==> src/rtl/alu_ctrl_seq.sv <==
// Multi-cycle RV32I subset control sequencer (FETCH/DECODE/EXEC/WB/HALT) for the ALU/register-file datapath.
// Optional retired-instruction counter is enabled by defining ALU_CTRL_SEQ_INSTRET_EN.
module alu_ctrl_seq #(
    parameter int                    ADDRESS_WIDTH = 5,
    parameter int                    DATA_WIDTH    = 32,
    parameter logic [DATA_WIDTH-1:0] RESET_PC      = '0
) (
    input  logic                     clk,
    input  logic                     rst_n,
    input  logic [DATA_WIDTH-1:0]    instr,
    input  logic                     instr_valid,
    output logic                     instr_ready,
    input  logic                     EQ,
    output logic [ADDRESS_WIDTH-1:0] rs1,
    output logic [ADDRESS_WIDTH-1:0] rs2,
    output logic [ADDRESS_WIDTH-1:0] rd,
    output logic                     RegWrite,
    output logic                     ALUsrc,
    output logic [2:0]               ALUctrl,
    output logic [DATA_WIDTH-1:0]    immOp,
    output logic [DATA_WIDTH-1:0]    pc,
    output logic                     illegal,
    output logic [31:0]              instret
);

    typedef enum logic [2:0] {
        S_FETCH,
        S_DECODE,
        S_EXEC,
        S_WB,
        S_HALT
    } state_t;

    localparam logic [6:0] OP_IMM    = 7'b0010011;
    localparam logic [6:0] OP_REG    = 7'b0110011;
    localparam logic [6:0] OP_BRANCH = 7'b1100011;

    localparam logic [2:0] CTRL_ADD = 3'b000;
    localparam logic [2:0] CTRL_SUB = 3'b001;
    localparam logic [2:0] CTRL_CMP = 3'b010;

    state_t                  state;
    logic [DATA_WIDTH-1:0]   instr_q;
    logic                    is_write;
    logic                    is_branch;
    logic                    is_bne;
    logic                    eq_q;

    logic [6:0]              opcode;
    logic [2:0]              funct3;
    logic [6:0]              funct7;
    logic [DATA_WIDTH-1:0]   imm_i;
    logic [DATA_WIDTH-1:0]   imm_b;

    logic                    dec_legal;
    logic                    dec_src;
    logic [2:0]              dec_ctrl;
    logic [DATA_WIDTH-1:0]   dec_imm;
    logic                    dec_write;
    logic                    dec_branch;
    logic                    dec_bne;
    logic                    taken;

    assign opcode = instr_q[6:0];
    assign funct3 = instr_q[14:12];
    assign funct7 = instr_q[31:25];
    assign imm_i  = {{(DATA_WIDTH-12){instr_q[31]}}, instr_q[31:20]};
    assign imm_b  = {{(DATA_WIDTH-13){instr_q[31]}}, instr_q[31], instr_q[7],
                     instr_q[30:25], instr_q[11:8], 1'b0};

    always_comb begin
        dec_legal  = 1'b0;
        dec_src    = 1'b0;
        dec_ctrl   = CTRL_ADD;
        dec_imm    = '0;
        dec_write  = 1'b0;
        dec_branch = 1'b0;
        dec_bne    = 1'b0;
        case (opcode)
            OP_IMM: begin
                if (funct3 == 3'b000) begin
                    dec_legal = 1'b1;
                    dec_src   = 1'b1;
                    dec_imm   = imm_i;
                    dec_write = 1'b1;
                end
            end
            OP_REG: begin
                if (funct3 == 3'b000 && funct7 == 7'b0000000) begin
                    dec_legal = 1'b1;
                    dec_write = 1'b1;
                end else if (funct3 == 3'b000 && funct7 == 7'b0100000) begin
                    dec_legal = 1'b1;
                    dec_ctrl  = CTRL_SUB;
                    dec_write = 1'b1;
                end
            end
            OP_BRANCH: begin
                if (funct3 == 3'b000 || funct3 == 3'b001) begin
                    dec_legal  = 1'b1;
                    dec_ctrl   = CTRL_CMP;
                    dec_imm    = imm_b;
                    dec_branch = 1'b1;
                    dec_bne    = funct3[0];
                end
            end
            default: dec_legal = 1'b0;
        endcase
    end

    // EQ is captured at the end of EXEC, so the branch decision in WB uses that sample.
    assign taken = is_branch && (is_bne ? !eq_q : eq_q);

    always_ff @(posedge clk or negedge rst_n) begin
        if (!rst_n) begin
            state       <= S_FETCH;
            instr_q     <= '0;
            instr_ready <= 1'b0;
            pc          <= RESET_PC;
            rs1         <= '0;
            rs2         <= '0;
            rd          <= '0;
            immOp       <= '0;
            ALUctrl     <= '0;
            ALUsrc      <= 1'b0;
            RegWrite    <= 1'b0;
            illegal     <= 1'b0;
            is_write    <= 1'b0;
            is_branch   <= 1'b0;
            is_bne      <= 1'b0;
            eq_q        <= 1'b0;
        end else begin
            case (state)
                S_FETCH: begin
                    if (instr_valid && instr_ready) begin
                        instr_q     <= instr;
                        instr_ready <= 1'b0;
                        state       <= S_DECODE;
                    end else begin
                        instr_ready <= 1'b1;
                    end
                end
                S_DECODE: begin
                    if (dec_legal) begin
                        rs1       <= ADDRESS_WIDTH'(instr_q[19:15]);
                        rs2       <= ADDRESS_WIDTH'(instr_q[24:20]);
                        rd        <= ADDRESS_WIDTH'(instr_q[11:7]);
                        immOp     <= dec_imm;
                        ALUsrc    <= dec_src;
                        ALUctrl   <= dec_ctrl;
                        is_write  <= dec_write;
                        is_branch <= dec_branch;
                        is_bne    <= dec_bne;
                        state     <= S_EXEC;
                    end else begin
                        illegal <= 1'b1;
                        state   <= S_HALT;
                    end
                end
                S_EXEC: begin
                    eq_q     <= EQ;
                    RegWrite <= is_write && (rd != '0);
                    state    <= S_WB;
                end
                S_WB: begin
                    RegWrite    <= 1'b0;
                    instr_ready <= 1'b1;
                    pc          <= taken ? pc + immOp : pc + DATA_WIDTH'(4);
                    state       <= S_FETCH;
                end
                S_HALT: begin
                    RegWrite    <= 1'b0;
                    instr_ready <= 1'b0;
                end
                default: begin
                    RegWrite    <= 1'b0;
                    instr_ready <= 1'b0;
                    state       <= S_FETCH;
                end
            endcase
        end
    end

`ifdef ALU_CTRL_SEQ_INSTRET_EN
    always_ff @(posedge clk or negedge rst_n) begin
        if (!rst_n) begin
            instret <= '0;
        end else if (state == S_WB) begin
            instret <= instret + 32'd1;
        end
    end
`else
    assign instret = '0;
`endif

endmodule

==> config.mk <==
export PLATFORM = sky130hd
export DESIGN_NAME = alu_ctrl_seq
export DESIGN_NICKNAME = d
export VERILOG_FILES = /design/src/rtl/alu_ctrl_seq.sv
export SDC_FILE = /design/constraint.sdc
export NUM_CORES = 1
export LEC_CHECK = 0
export ABC_AREA = 0
export CAP_MARGIN = 20
export CORE_ASPECT_RATIO = 2
export CORE_MARGIN = 3
export CORE_UTILIZATION = 55
export DETAILED_ROUTE_END_ITERATION = 7
export PLACE_DENSITY_LB_ADDON = 0.05
export SLEW_MARGIN = 30
export SYNTH_ARGS = -nofsm -noshare
export SYNTH_HDL_FRONTEND = slang
export SYNTH_SLANG_ARGS = --single-unit
export TNS_END_PERCENT = 10
==> constraint.sdc <==
create_clock -name clk -period 4.84 [get_ports clk]
set_input_delay 0.968 -clock clk [delete_from_list [all_inputs] [get_ports clk]]
set_output_delay 0.968 -clock clk [all_outputs]
set_load 0.02 [all_outputs]
==> summary.md, run 1 <==
| Metric | Value |
|---|---|
| Status | finished clean |
| Final wirelength | 18.0 mm |
| Int Pwr | 0.00165 W |
| Ant diodes | 0 |
| Pleak | 3.54 nW |
| Comb power frac | 17.6% |
| Slew Limit Fails | 0 |
| Clock Pin Slew Worst Setup and Hold Paths | 0.08 ns |
| VDD IR max | 0.336 mV |
| Critical setup path kind | flip-flop to flip-flop |
| Vias in the first global route | 5954 |
| Worst Hold Depth | 1 |
| H-tree Lvls | 3 |
| Switching Fraction | 29.2% |
| GRT Total Usage | 26.7% |
| Netlist cell types | 61 |
| Setup tns final | 0 ns |
| CORE AREA | 11800 sq um |
| Seq/Total Area, Yosys | 38.6% |
| Fmax | 304 MHz |
| Clk sinks | 104 |
| # rows | 56 |
| P_sw | 0.000681 W |
| GP Congestion | 0.894 |
| Area of the die | 13700 sq um |
| Setup ws final | 1.55 ns |
| Largest net degree at the start of global routing | 79 |
| Worst reg2reg path depth | 10 |
| First-pass GRT wire length | 29.2 mm |
| DR DRC count | 0 |
| Initial antenna violation count | 0 |
| Vias per inst | 5.96 |
| DR vias | 5754 |
| CTS Buf Count | 9 |
| Post-synthesis cell count | 727 |
| Pre-CTS setup slack | 1.53 ns |
| Initial Util | 56.9% |
| EDFF count, synth | 0 |
| Total Nets Final | 884 |
| FF-to-FF Start | immOp[30] |
| Crit path from | immOp[30] |
| RSZ-0062 raised after global routing | no |
| CTS tree | yes |
| Ratio of cells with drive above 1 in the final layout | 11.2% |
| CTS Buffer Depth | 2 |
| Worst Clk Skew | 0.0162 ns |
| Final Hold Fails | 0 |
| Drt pass-1 iters | 5 |
| Hold Path Class | flip-flop to flip-flop |
| Die H | 163 microns |
| Chip Width | 84.3 microns |
| Post-CTS Setup Bufs | 0 |
| CTS Hold Bufs | 0 |
| Port bufs | 120 |
| Yosys reg bits | 104 |
| WP data arrival | 3.54 ns |
| Critical path peak fanout | 25 |
| CP Launch Type | flip-flop |
| Initial DRC count | 255 |
| Final setup vio count | 0 |
| Final Util | 68.3% |
| Final min period | 3.29 ns |
| Worst Setup EP | pc[25] |
| Io pins | 154 |
| HPWL after DPL | 13.7 mm |
| Slew margin rel. | 37.2% |
| Clock power frac | 32.2% |
| Total global routing overflow | 0 |
| Cell area after synthesis | 6740 sq um |
| Async SR Flop Fraction | 100% |
| WP data required | 5.09 ns |
| Period utilization | 68.0% |
| Area growth, synth to finish | 19.9% |
| Root Buffer | clkbuf_16 |
| Least-Margin Pin Slew | 0.942 ns |
| MaxCap Viol Count | 0 |
| Number of routed nets with antenna violations | 0 |
| Yosys warning total | 0 |
| Resize count post-CTS | 0 |
| Clock latency on the worst-skew pair | 0.35 ns |
| Kind of end point of the critical path | flip-flop |
| Sequential Power Share | 50.3% |
| Pwr per Cell Area | 288 nW/um^2 |
| Worst R2R Setup Slack | 1.55 ns |
| Average wire per standard cell | 18.7 microns |
| Reg-to-reg endpoint | pc[25] |
| Predominant post-synthesis flop cell | dfrtp_1 |
| Mean post-synth cell area | 9.27 sq um |
[flip-flops by register name, indices dropped and copies added (netlist names)]
name and count:
ALUctrl 1, ALUsrc 1, RegWrite 1, eq_q 1, illegal 1, immOp 13, instr_q 32, instr_ready 1
is_bne 1, is_branch 1, is_write 1, pc 32, rd 5, rs1 5, rs2 5, state 3
[cells in the final DEF (no fill, tap or decap), types with 13 or more instances in the layout]
cell             synthesis  layout
clkdlybuf4s50_1          0     119
dfrtp_1                104     104
nand2_1                 72      72
a21oi_1                 67      67
o21ai_0                 56      56
nor2_1                  48      47
mux2_2                  40      40
conb_1                   1      33
ha_1                    32      32
nand3_1                 24      24
xnor2_1                 19      19
a21o_1                  17      17
inv_1                   13      13
[worst min-delay path by stage]
| stage | from | endpoint | slack [ns] |
|---|---|---|---|
| 3_5_place_dp | illegal | illegal | 0.48 |
| 2_1_floorplan | is_bne | is_bne | 0.47 |
| 3_3_place_gp | illegal | illegal | 0.46 |
| 6_report | illegal | illegal | 0.51 |
| 5_1_grt | illegal | illegal | 0.52 |
| 4_1_cts | illegal | illegal | 0.51 |
[power by group through the flow]
stage | Clock [W] | Combinational [W] | Sequential [W]
after CTS | 0.000759 | 0.000415 | 0.00117
after global routing | 0.000789 | 0.000446 | 0.00119
after floorplan | 0 | 0.000295 | 0.00116
final | 0.000749 | 0.000409 | 0.00117
after detailed placement | 0 | 0.000413 | 0.00119
after global placement | 0 | 0.000397 | 0.00118
[routing by layer]
layer | wire [microns] | vias up | GRT usage, % | part of all wire [%]
li1 | - | 2697 | - | -
met1 | 6090 | 2768 | 26.7 | 34
met2 | 10100 | 228 | 50.6 | 56
met3 | 897 | 61 | 4.71 | 5.0
met4 | 937 | 0 | 14.9 | 5.2
met5 | 0 | - | 0 | 0
[final cells by class]
type	instances	area (sq um)
fillers	963	3760
clock buffers	10	239
well taps	145	181
multi-input cells	560	3690
clock inverters	6	67.6
repair buffers	127	1250
inverters	13	48.8
flip-flops and latches	104	2600
[synthesized netlist by cell type (3+ instances only)]
cell type | n | share of area [%]
dfrtp_1 | 104 | 39
nand2_1 | 72 | 4.0
a21oi_1 | 67 | 5.0
o21ai_0 | 56 | 4.2
buf_4 | 53 | 5.9
nor2_1 | 48 | 2.7
mux2_2 | 40 | 6.7
ha_1 | 32 | 5.9
clkbuf_1 | 24 | 1.3
nand3_1 | 24 | 1.8
xnor2_1 | 19 | 2.5
a21o_1 | 17 | 1.9
inv_1 | 13 | 0.72
mux2_4 | 11 | 2.4
nor3_1 | 9 | 0.67
o22ai_1 | 9 | 0.83
xor2_1 | 9 | 1.2
a22oi_1 | 8 | 0.89
and3_1 | 8 | 0.74
nand2b_1 | 8 | 0.74
nand4_1 | 7 | 0.65
nor4_1 | 6 | 0.56
o21a_1 | 6 | 0.67
a31oi_1 | 5 | 0.46
nor2b_1 | 5 | 0.46
a211oi_1 | 4 | 0.45
a221oi_1 | 4 | 0.52
and2_1 | 4 | 0.37
o21ai_1 | 4 | 0.30
o21bai_1 | 4 | 0.45
a211o_1 | 3 | 0.39
and4_1 | 3 | 0.39
buf_6 | 3 | 0.50
or3_1 | 3 | 0.28
[stage by stage]
stage / instance area, sq um / total power, W / std cells / hold slack, ns
floorplan: 6860 / 0.00146 / 759 / 0.469
global placement: 7770 / 0.00157 / 949 / 0.460
detailed placement: 7770 / 0.00160 / 949 / 0.484
CTS: 8080 / 0.00235 / 965 / 0.513
global route: 8080 / 0.00243 / 965 / 0.516
finish: 8080 / 0.00233 / 965 / 0.508
[critical path: stages, from the launching register on]
cell,delay (ns)
dfrtp_1,0.96
ha_1,0.47
a21o_1,0.25
a21o_1,0.18
a21oi_1,0.12
o21ai_0,0.09
a21oi_1,0.30
o21ai_1,0.17
a31oi_1,0.24
xor2_1,0.10
a221oi_1,0.29
[kinds of logic after synthesis]
logic type | Yosys count | share of synthesized area [%]
AOI/OAI and AO/OA | 206 | 18.8
xor gates and xnor gates | 28 | 3.64
adders and majority gates | 33 | 6.23
buffers and inverters | 95 | 8.61
DFF | 104 | 38.6
muxes | 53 | 9.43
other | 1 | 0.0556
and+or+nand+nor | 207 | 14.7
No activity file was read; power rests on OpenSTA's default activity.
==> run 2: changes to the inputs <==
--- a/config.mk
+++ b/config.mk
@@ -9,7 +9,7 @@
 export CAP_MARGIN = 20
 export CORE_ASPECT_RATIO = 2
 export CORE_MARGIN = 3
-export CORE_UTILIZATION = 55
+export CORE_UTILIZATION = 51
 export DETAILED_ROUTE_END_ITERATION = 7
 export PLACE_DENSITY_LB_ADDON = 0.05
 export SLEW_MARGIN = 30
==> constraint.sdc (replaced) <==
create_clock -name clk -period 3.3 [get_ports clk]
set_input_delay 0.66 -clock clk [delete_from_list [all_inputs] [get_ports clk]]
set_output_delay 0.66 -clock clk [all_outputs]
set_load 0.02 [all_outputs]
==> run 2 against run 1 <==
  * Routed wire length up 2.6%
  * Sequential power is 47% higher
  * Clock skew decreased by 0.0062 ns
  * Highest routed layer unchanged
  * Clock power rose by 42%
  * Utilization decreased by 4.2 points
  * Die area rose by 7.4%
  * Register-to-register slack lost 1.3 ns
==> summary.md, run 2 (synthesis results as in run 1) <==
| Metric | Value |
|---|---|
| Status | finished clean (unchanged) |
| Total global routing overflow | 0 (unchanged) |
| CORE AREA | 12800 sq um (was 11800 sq um) |
| Layout fillers | 1091 (was 963) |
| Slew margin rel. | 50.2% (was 37.2%) |
| DR DRC count | 0 (unchanged) |
| Total Nets Final | 898 (was 884) |
| Fmax | 326 MHz (was 304 MHz) |
| Final min period | 3.07 ns (was 3.29 ns) |
| Port bufs | 120 (unchanged) |
| CTS tree | yes (unchanged) |
| Comb power frac | 18.0% (was 17.6%) |
| Worst Setup EP | pc[26] (was pc[25]) |
| Slew Limit Fails | 0 (unchanged) |
| Root Buffer | clkbuf_16 (unchanged) |
| Largest regs | instr_q: 32 flops, pc: 32 flops, immOp: 13 flops (unchanged) |
| Fin Hold WS | 0.276 ns (was 0.508 ns) |
| Family with the most delay on the worst path | compound AO/OA/AOI/OAI gates (unchanged) |
| Clock power frac | 31.2% (was 32.2%) |
| Critical setup path kind | flip-flop to flip-flop (unchanged) |
| Final setup vio count | 0 (unchanged) |
| Area of the die | 14700 sq um (was 13700 sq um) |
| Sequential Power Share | 50.8% (was 50.3%) |
| Kind of end point of the critical path | flip-flop (unchanged) |
| Area growth, synth to finish | 21.3% (was 19.9%) |
| Final wirelength | 18.5 mm (was 18.0 mm) |
| Period utilization | 92.9% (was 68.0%) |
| Slowest cell on crit path | fa_1 (was dfrtp_1) |
| Crit path from | pc[0] (was immOp[30]) |
| Critical path peak fanout | 5 (was 25) |
| Ant diodes | 0 (unchanged) |
| GRT Total Usage | 25.8% (was 26.7%) |
| Initial antenna violation count | 0 (unchanged) |
| Setup ws final | 0.234 ns (was 1.55 ns) |
| Number of routed nets with antenna violations | 0 (unchanged) |
| Pleak | 3.60 nW (was 3.54 nW) |
| RSZ-0062 raised after global routing | no (unchanged) |
| Setup tns final | 0 ns (unchanged) |
| Resize count post-CTS | 0 (unchanged) |
| Clock Pin Slew Worst Setup and Hold Paths | 0.08 ns (about the same) |
| CTS Hold Bufs | 0 (unchanged) |
| H-tree Lvls | 3 (unchanged) |
| WP data arrival | 3.33 ns (was 3.54 ns) |
| Final Util | 64.1% (was 68.3%) |
| VDD IR max | 0.355 mV (was 0.336 mV) |
| Final Hold Fails | 0 (unchanged) |
| GP Congestion | 1.00 (was 0.894) |
| Reg-to-reg endpoint | pc[26] (was pc[25]) |
| WP depth | 12 (was 10) |
| Clk sinks | 104 (unchanged) |
| Worst Clk Skew | 0.0100 ns (was 0.0162 ns) |
| Least-Margin Pin Slew | 0.747 ns (was 0.942 ns) |
| Hold Path Class | input port to async pin (was flip-flop to flip-flop) |
| Largest stage delay, worst path | 0.41 ns (was 0.96 ns) |
| Worst R2R Setup Slack | 0.23 ns (was 1.55 ns) |
| Vias in the first global route | 6140 (was 5954) |
| Vias per inst | 5.89 (was 5.96) |
| Ratio of cells with drive above 1 in the final layout | 12.4% (was 11.2%) |
| Io pins | 154 (unchanged) |
| Clock latency on the worst-skew pair | 0.35 ns (about the same) |
| DR vias | 5785 (was 5754) |
| Most frequent cells in the layout | clkdlybuf4s50_1, dfrtp_1, nand2_1 (unchanged) |
| Chip Width | 87.3 microns (was 84.3 microns) |
| Pre-CTS setup slack | 0.266 ns (was 1.53 ns) |
| Average wire per standard cell | 18.8 microns (was 18.7 microns) |
| MaxCap Viol Count | 0 (unchanged) |
| Crit path cell chain | ha_1 -> inv_1 -> fa_1 -> nor2b_1 -> o31a_1 -> o31ai_2 -> o31ai_2 -> o21ai_2 -> o21ai_2 -> a31oi_1 -> xor2_1 -> a211oi_1 (was ha_1 -> a21o_1 -> a21o_1 -> a21oi_1 -> o21ai_0 -> a21oi_1 -> o21ai_1 -> a31oi_1 -> xor2_1 -> a221oi_1) |
| # rows | 58 (was 56) |
| Worst reg2reg path depth | 12 (was 10) |
| Int Pwr | 0.00240 W (was 0.00165 W) |
| Initial DRC count | 247 (was 255) |
| Post-CTS Setup Bufs | 0 (unchanged) |
| Largest net degree at the start of global routing | 71 (was 79) |
| Most common cell after layout, fill and taps aside | clkdlybuf4s50_1 (unchanged) |
| P_sw | 0.000994 W (was 0.000681 W) |
| Switching Fraction | 29.3% (was 29.2%) |
| First-pass GRT wire length | 29.9 mm (was 29.2 mm) |
| FF-to-FF Start | pc[0] (was immOp[30]) |
| Pwr per Cell Area | 414 nW/um^2 (was 288 nW/um^2) |
| CP Launch Type | flip-flop (unchanged) |
| HPWL after DPL | 14.1 mm (was 13.7 mm) |
| Buf/Inv on CP | 1 (was 0) |
| Initial Util | 52.8% (was 56.9%) |
| Drt pass-1 iters | 5 (unchanged) |
| CTS Buffer Depth | 2 (unchanged) |
| CTS Buf Count | 9 (unchanged) |
| Placed cell area | 7890 sq um (was 7770 sq um) |
| Final instance area | 8180 sq um (was 8080 sq um) |
| WP data required | 3.56 ns (was 5.09 ns) |
| Die H | 169 microns (was 163 microns) |
==> run 2: changes by cell type in the layout (fill, tap and decap cells not counted) <==
cell and delta:
and2_1 +1, and2_2 -1, buf_12 +1, buf_4 +14, buf_6 -1, clkbuf_8 -1
clkinv_8 -1, inv_8 +1, nor2_1 +1, nor2_2 -1
==> run 2: cell type report <==
class	instances	area, sq um	area share [%]
clock buffers	9	225	2.75
clock inverters	6	62.6	0.765
well taps	150	188	2.29
repair buffers	141	1370	16.7
flip-flops and latches	104	2600	31.8
inverters	13	48.8	0.596
multi-input cells	560	3690	45.1
==> run 2: worst reg2reg max path, cell delays in order (launching register included) <==
cell	delay, ns
dfrtp_1	0.38
ha_1	0.22
inv_1	0.07
fa_1	0.41
nor2b_1	0.18
o31a_1	0.25
o31ai_2	0.14
o31ai_2	0.35
o21ai_2	0.14
o21ai_2	0.29
a31oi_1	0.16
xor2_1	0.17
a211oi_1	0.23
==> run 2: power by group through the flow <==
stage	Sequential [W]	Clock (W)	Combinational, W
after global placement	0.00173	0	0.000595
final	0.00172	0.00106	0.000610
after detailed placement	0.00175	0	0.000614
after floorplan	0.00171	0	0.000432
after global routing	0.00176	0.00114	0.000668
after CTS	0.00172	0.00109	0.000619
==> run 2: through the flow <==
stage	cells	power, W
after detailed placement	968	0.00236
after CTS	983	0.00343
after global placement	968	0.00233
final	983	0.00339
after floorplan	759	0.00214
after global routing	983	0.00356
==> run 2: worst min-delay path by stage <==
| stage | start | endpoint | cells after the start |
|---|---|---|---|
| finish | rst_n | instr_q[15] | 1 |
| detailed placement | illegal | illegal | 1 |
| floorplan | rst_n | ALUctrl[0] | 0 |
| CTS | rst_n | rs1[4] | 1 |
| global placement | illegal | illegal | 1 |
| global route | rst_n | instr_q[15] | 1 |
==> run 2: per-layer routing <==
layer	up-vias	global-route usage, %	share of wire (%)
li1	2722	-	-
met1	2813	25.7	34
met2	205	48.4	57
met3	45	5.36	5.0
met4	0	12.8	3.6
met5	-	0	0
==> run 3: changes to the inputs <==
--- a/config.mk
+++ b/config.mk
@@ -6,10 +6,12 @@
 export NUM_CORES = 1
 export LEC_CHECK = 0
 export ABC_AREA = 0
+export ABC_CLOCK_PERIOD_IN_PS = 3300
 export CAP_MARGIN = 20
 export CORE_ASPECT_RATIO = 2
 export CORE_MARGIN = 3
-export CORE_UTILIZATION = 51
+export CORE_UTILIZATION = 53
+export CTS_BUF_LIST = sky130_fd_sc_hd__clkbuf_4 sky130_fd_sc_hd__clkbuf_8
 export DETAILED_ROUTE_END_ITERATION = 7
 export PLACE_DENSITY_LB_ADDON = 0.05
 export SLEW_MARGIN = 30
==> run 3 against run 2 <==
  * Global-route usage is 2.0 points higher
  * Utilization rose by 1.9 points
  * Via count fell by 0.80%
  * Sequential cell count stayed put
  * Worst hold slack improved by 0.095 ns
  * Critical path type unchanged
  * Largest cell class unchanged
  * Highest routed layer unchanged
==> summary.md, run 3 (synthesis results as in run 1) <==
| Metric | Value |
|---|---|
| Initial DRC count | 327 (was 247) |
| Crit path cell chain | ha_1 -> inv_1 -> fa_1 -> nor2b_1 -> o31a_1 -> o31ai_2 -> o31ai_2 -> o21ai_2 -> o21ai_2 -> a31oi_1 -> xor2_1 -> a211oi_1 (unchanged) |
| Reg-to-reg endpoint | pc[26] (unchanged) |
| Chip Width | 85.8 microns (was 87.3 microns) |
| CTS Buffer Depth | 2 (unchanged) |
| Pwr per Cell Area | 388 nW/um^2 (was 414 nW/um^2) |
| Port bufs | 120 (unchanged) |
| Post-CTS Setup Bufs | 0 (unchanged) |
| Largest regs | instr_q: 32 flops, pc: 32 flops, immOp: 13 flops (unchanged) |
| CTS Buf Count | 9 (unchanged) |
| CTS Hold Bufs | 0 (unchanged) |
| Number of routed nets with antenna violations | 0 (unchanged) |
| Average wire per standard cell | 19.7 microns (was 18.8 microns) |
| Initial antenna violation count | 0 (unchanged) |
| Final wirelength | 19.3 mm (was 18.5 mm) |
| Least-Margin Pin Slew | 0.847 ns (was 0.747 ns) |
| Largest net degree at the start of global routing | 64 (was 71) |
| Kind of end point of the critical path | flip-flop (unchanged) |
| Io pins | 154 (unchanged) |
| VDD IR max | 0.368 mV (was 0.355 mV) |
| CP Launch Type | flip-flop (unchanged) |
| Clock Pin Slew Worst Setup and Hold Paths | 0.12 ns (was 0.08 ns) |
| Total Nets Final | 897 (was 898) |
| Final min period | 3.10 ns (was 3.07 ns) |
| WP data required | 3.60 ns (was 3.56 ns) |
| Root Buffer | clkbuf_8 (was clkbuf_16) |
| Setup ws final | 0.200 ns (was 0.234 ns) |
| Slew Limit Fails | 0 (unchanged) |
| Fmax | 323 MHz (was 326 MHz) |
| Area of the die | 14200 sq um (was 14700 sq um) |
| FF-to-FF Start | immOp[0] (was pc[0]) |
| CORE AREA | 12300 sq um (was 12800 sq um) |
| Critical setup path kind | flip-flop to flip-flop (unchanged) |
| Status | finished clean (unchanged) |
| Area growth, synth to finish | 20.1% (was 21.3%) |
| CTS tree | yes (unchanged) |
| First-pass GRT wire length | 30.4 mm (was 29.9 mm) |
| Ant diodes | 0 (unchanged) |
| Setup tns final | 0 ns (unchanged) |
| Worst Setup EP | pc[26] (unchanged) |
| Drt pass-1 iters | 5 (unchanged) |
| Ratio of cells with drive above 1 in the final layout | 12.4% (unchanged) |
| Pleak | 3.57 nW (was 3.60 nW) |
| HPWL after DPL | 15.0 mm (was 14.1 mm) |
| RSZ-0062 raised after global routing | no (unchanged) |
| Clk sinks | 104 (unchanged) |
| Total global routing overflow | 0 (unchanged) |
| Die H | 166 microns (was 169 microns) |
| Slowest cell on crit path | o31ai_2 (was fa_1) |
| GP Congestion | 1.02 (was 1.00) |
| GRT Total Usage | 27.8% (was 25.8%) |
| Clock latency on the worst-skew pair | 0.38 ns (was 0.35 ns) |
| Worst reg2reg path depth | 12 (unchanged) |
| Crit path from | immOp[0] (was pc[0]) |
| Worst Clk Skew | 0.0157 ns (was 0.0100 ns) |
| Final Hold Fails | 0 (unchanged) |
| H-tree Lvls | 3 (unchanged) |
| Pre-CTS setup slack | 0.230 ns (was 0.266 ns) |
| Worst R2R Setup Slack | 0.20 ns (was 0.23 ns) |
| Critical path peak fanout | 5 (unchanged) |
| Period utilization | 94.0% (was 92.9%) |
| Vias per inst | 5.86 (was 5.89) |
| Final setup vio count | 0 (unchanged) |
| Initial Util | 55.0% (was 52.8%) |
| Most common cell after layout, fill and taps aside | clkdlybuf4s50_1 (unchanged) |
| Slew margin rel. | 43.5% (was 50.2%) |
| Final Util | 66.0% (was 64.1%) |
| Largest stage delay, worst path | 0.48 ns (was 0.41 ns) |
| MaxCap Viol Count | 0 (unchanged) |
| Resize count post-CTS | 0 (unchanged) |
| Hold Path Class | input port to async pin (unchanged) |
| DR vias | 5739 (was 5785) |
| DR DRC count | 0 (unchanged) |
| Most frequent cells in the layout | clkdlybuf4s50_1, dfrtp_1, nand2_1 (unchanged) |
| # rows | 57 (was 58) |
| Pwr Total | 0.00314 W (was 0.00339 W) |
| WP data arrival | 3.40 ns (was 3.33 ns) |
| Vias in the first global route | 5870 (was 6140) |
[run 3: cell count changes in the layout (fill, tap and decap cells not counted)]
cell       delta
clkbuf_4      +1
buf_4         -2
clkinv_4      +1
clkbuf_8      +9
buf_16        +1
clkbuf_16     -9
inv_6         -1
[run 3: power breakdown]
part / total [W] / internal (W) / switching [W]
Clock: 0.000815 / 0.000304 / 0.000511
Combinational: 0.000612 / 0.000352 / 0.000261
Sequential: 0.00172 / 0.00151 / 0.000204
[run 3: critical path, delay by kind of cell (launching register included)]
| kind | cells | cell delay [ns] |
|---|---|---|
| buf+inv | 1 | 0.08 |
| simple gates | 1 | 0.07 |
| xor+xnor | 1 | 0.09 |
| compound gates | 7 | 1.87 |
| fa+ha+maj | 2 | 0.46 |
| flops | 1 | 0.43 |
[run 3: worst min-delay path by stage]
stage,endpoint,from,slack (ns),depth (start not counted)
floorplan,ALUctrl[0],rst_n,0.36,0
global placement,illegal,illegal,0.47,1
detailed placement,rs2[4],rs2[4],0.49,1
CTS,ALUctrl[0],rst_n,0.39,1
global route,instr_q[13],rst_n,0.41,1
finish,instr_q[14],rst_n,0.37,1
[run 3: layer usage]
layer	wire length, microns	track usage, %	vias to the layer above	part of all wire (%)
met4	814	12.9	0	4.2
met2	11200	53.7	183	58
met3	814	4.52	51	4.2
met1	6480	28.2	2772	34
li1	-	-	2733	-
met5	0	0	-	0
[run 3: through the flow]
stage | cells | instance area, sq um | hold WS, ns
2_1_floorplan | 759 | 6860 | 0.364
3_3_place_gp | 963 | 7880 | 0.472
3_5_place_dp | 964 | 7900 | 0.492
4_1_cts | 980 | 8100 | 0.386
5_1_grt | 980 | 8100 | 0.412
6_report | 980 | 8100 | 0.371
[run 3: cell type report]
class	count	area (sq um)
inverter	13	48.8
timing repair buffer	140	1380
clock buffer	10	131
fill	1038	4170
multi-input combinational	560	3690
tap	147	184
clock inverter	6	62.6
sequential	104	2600
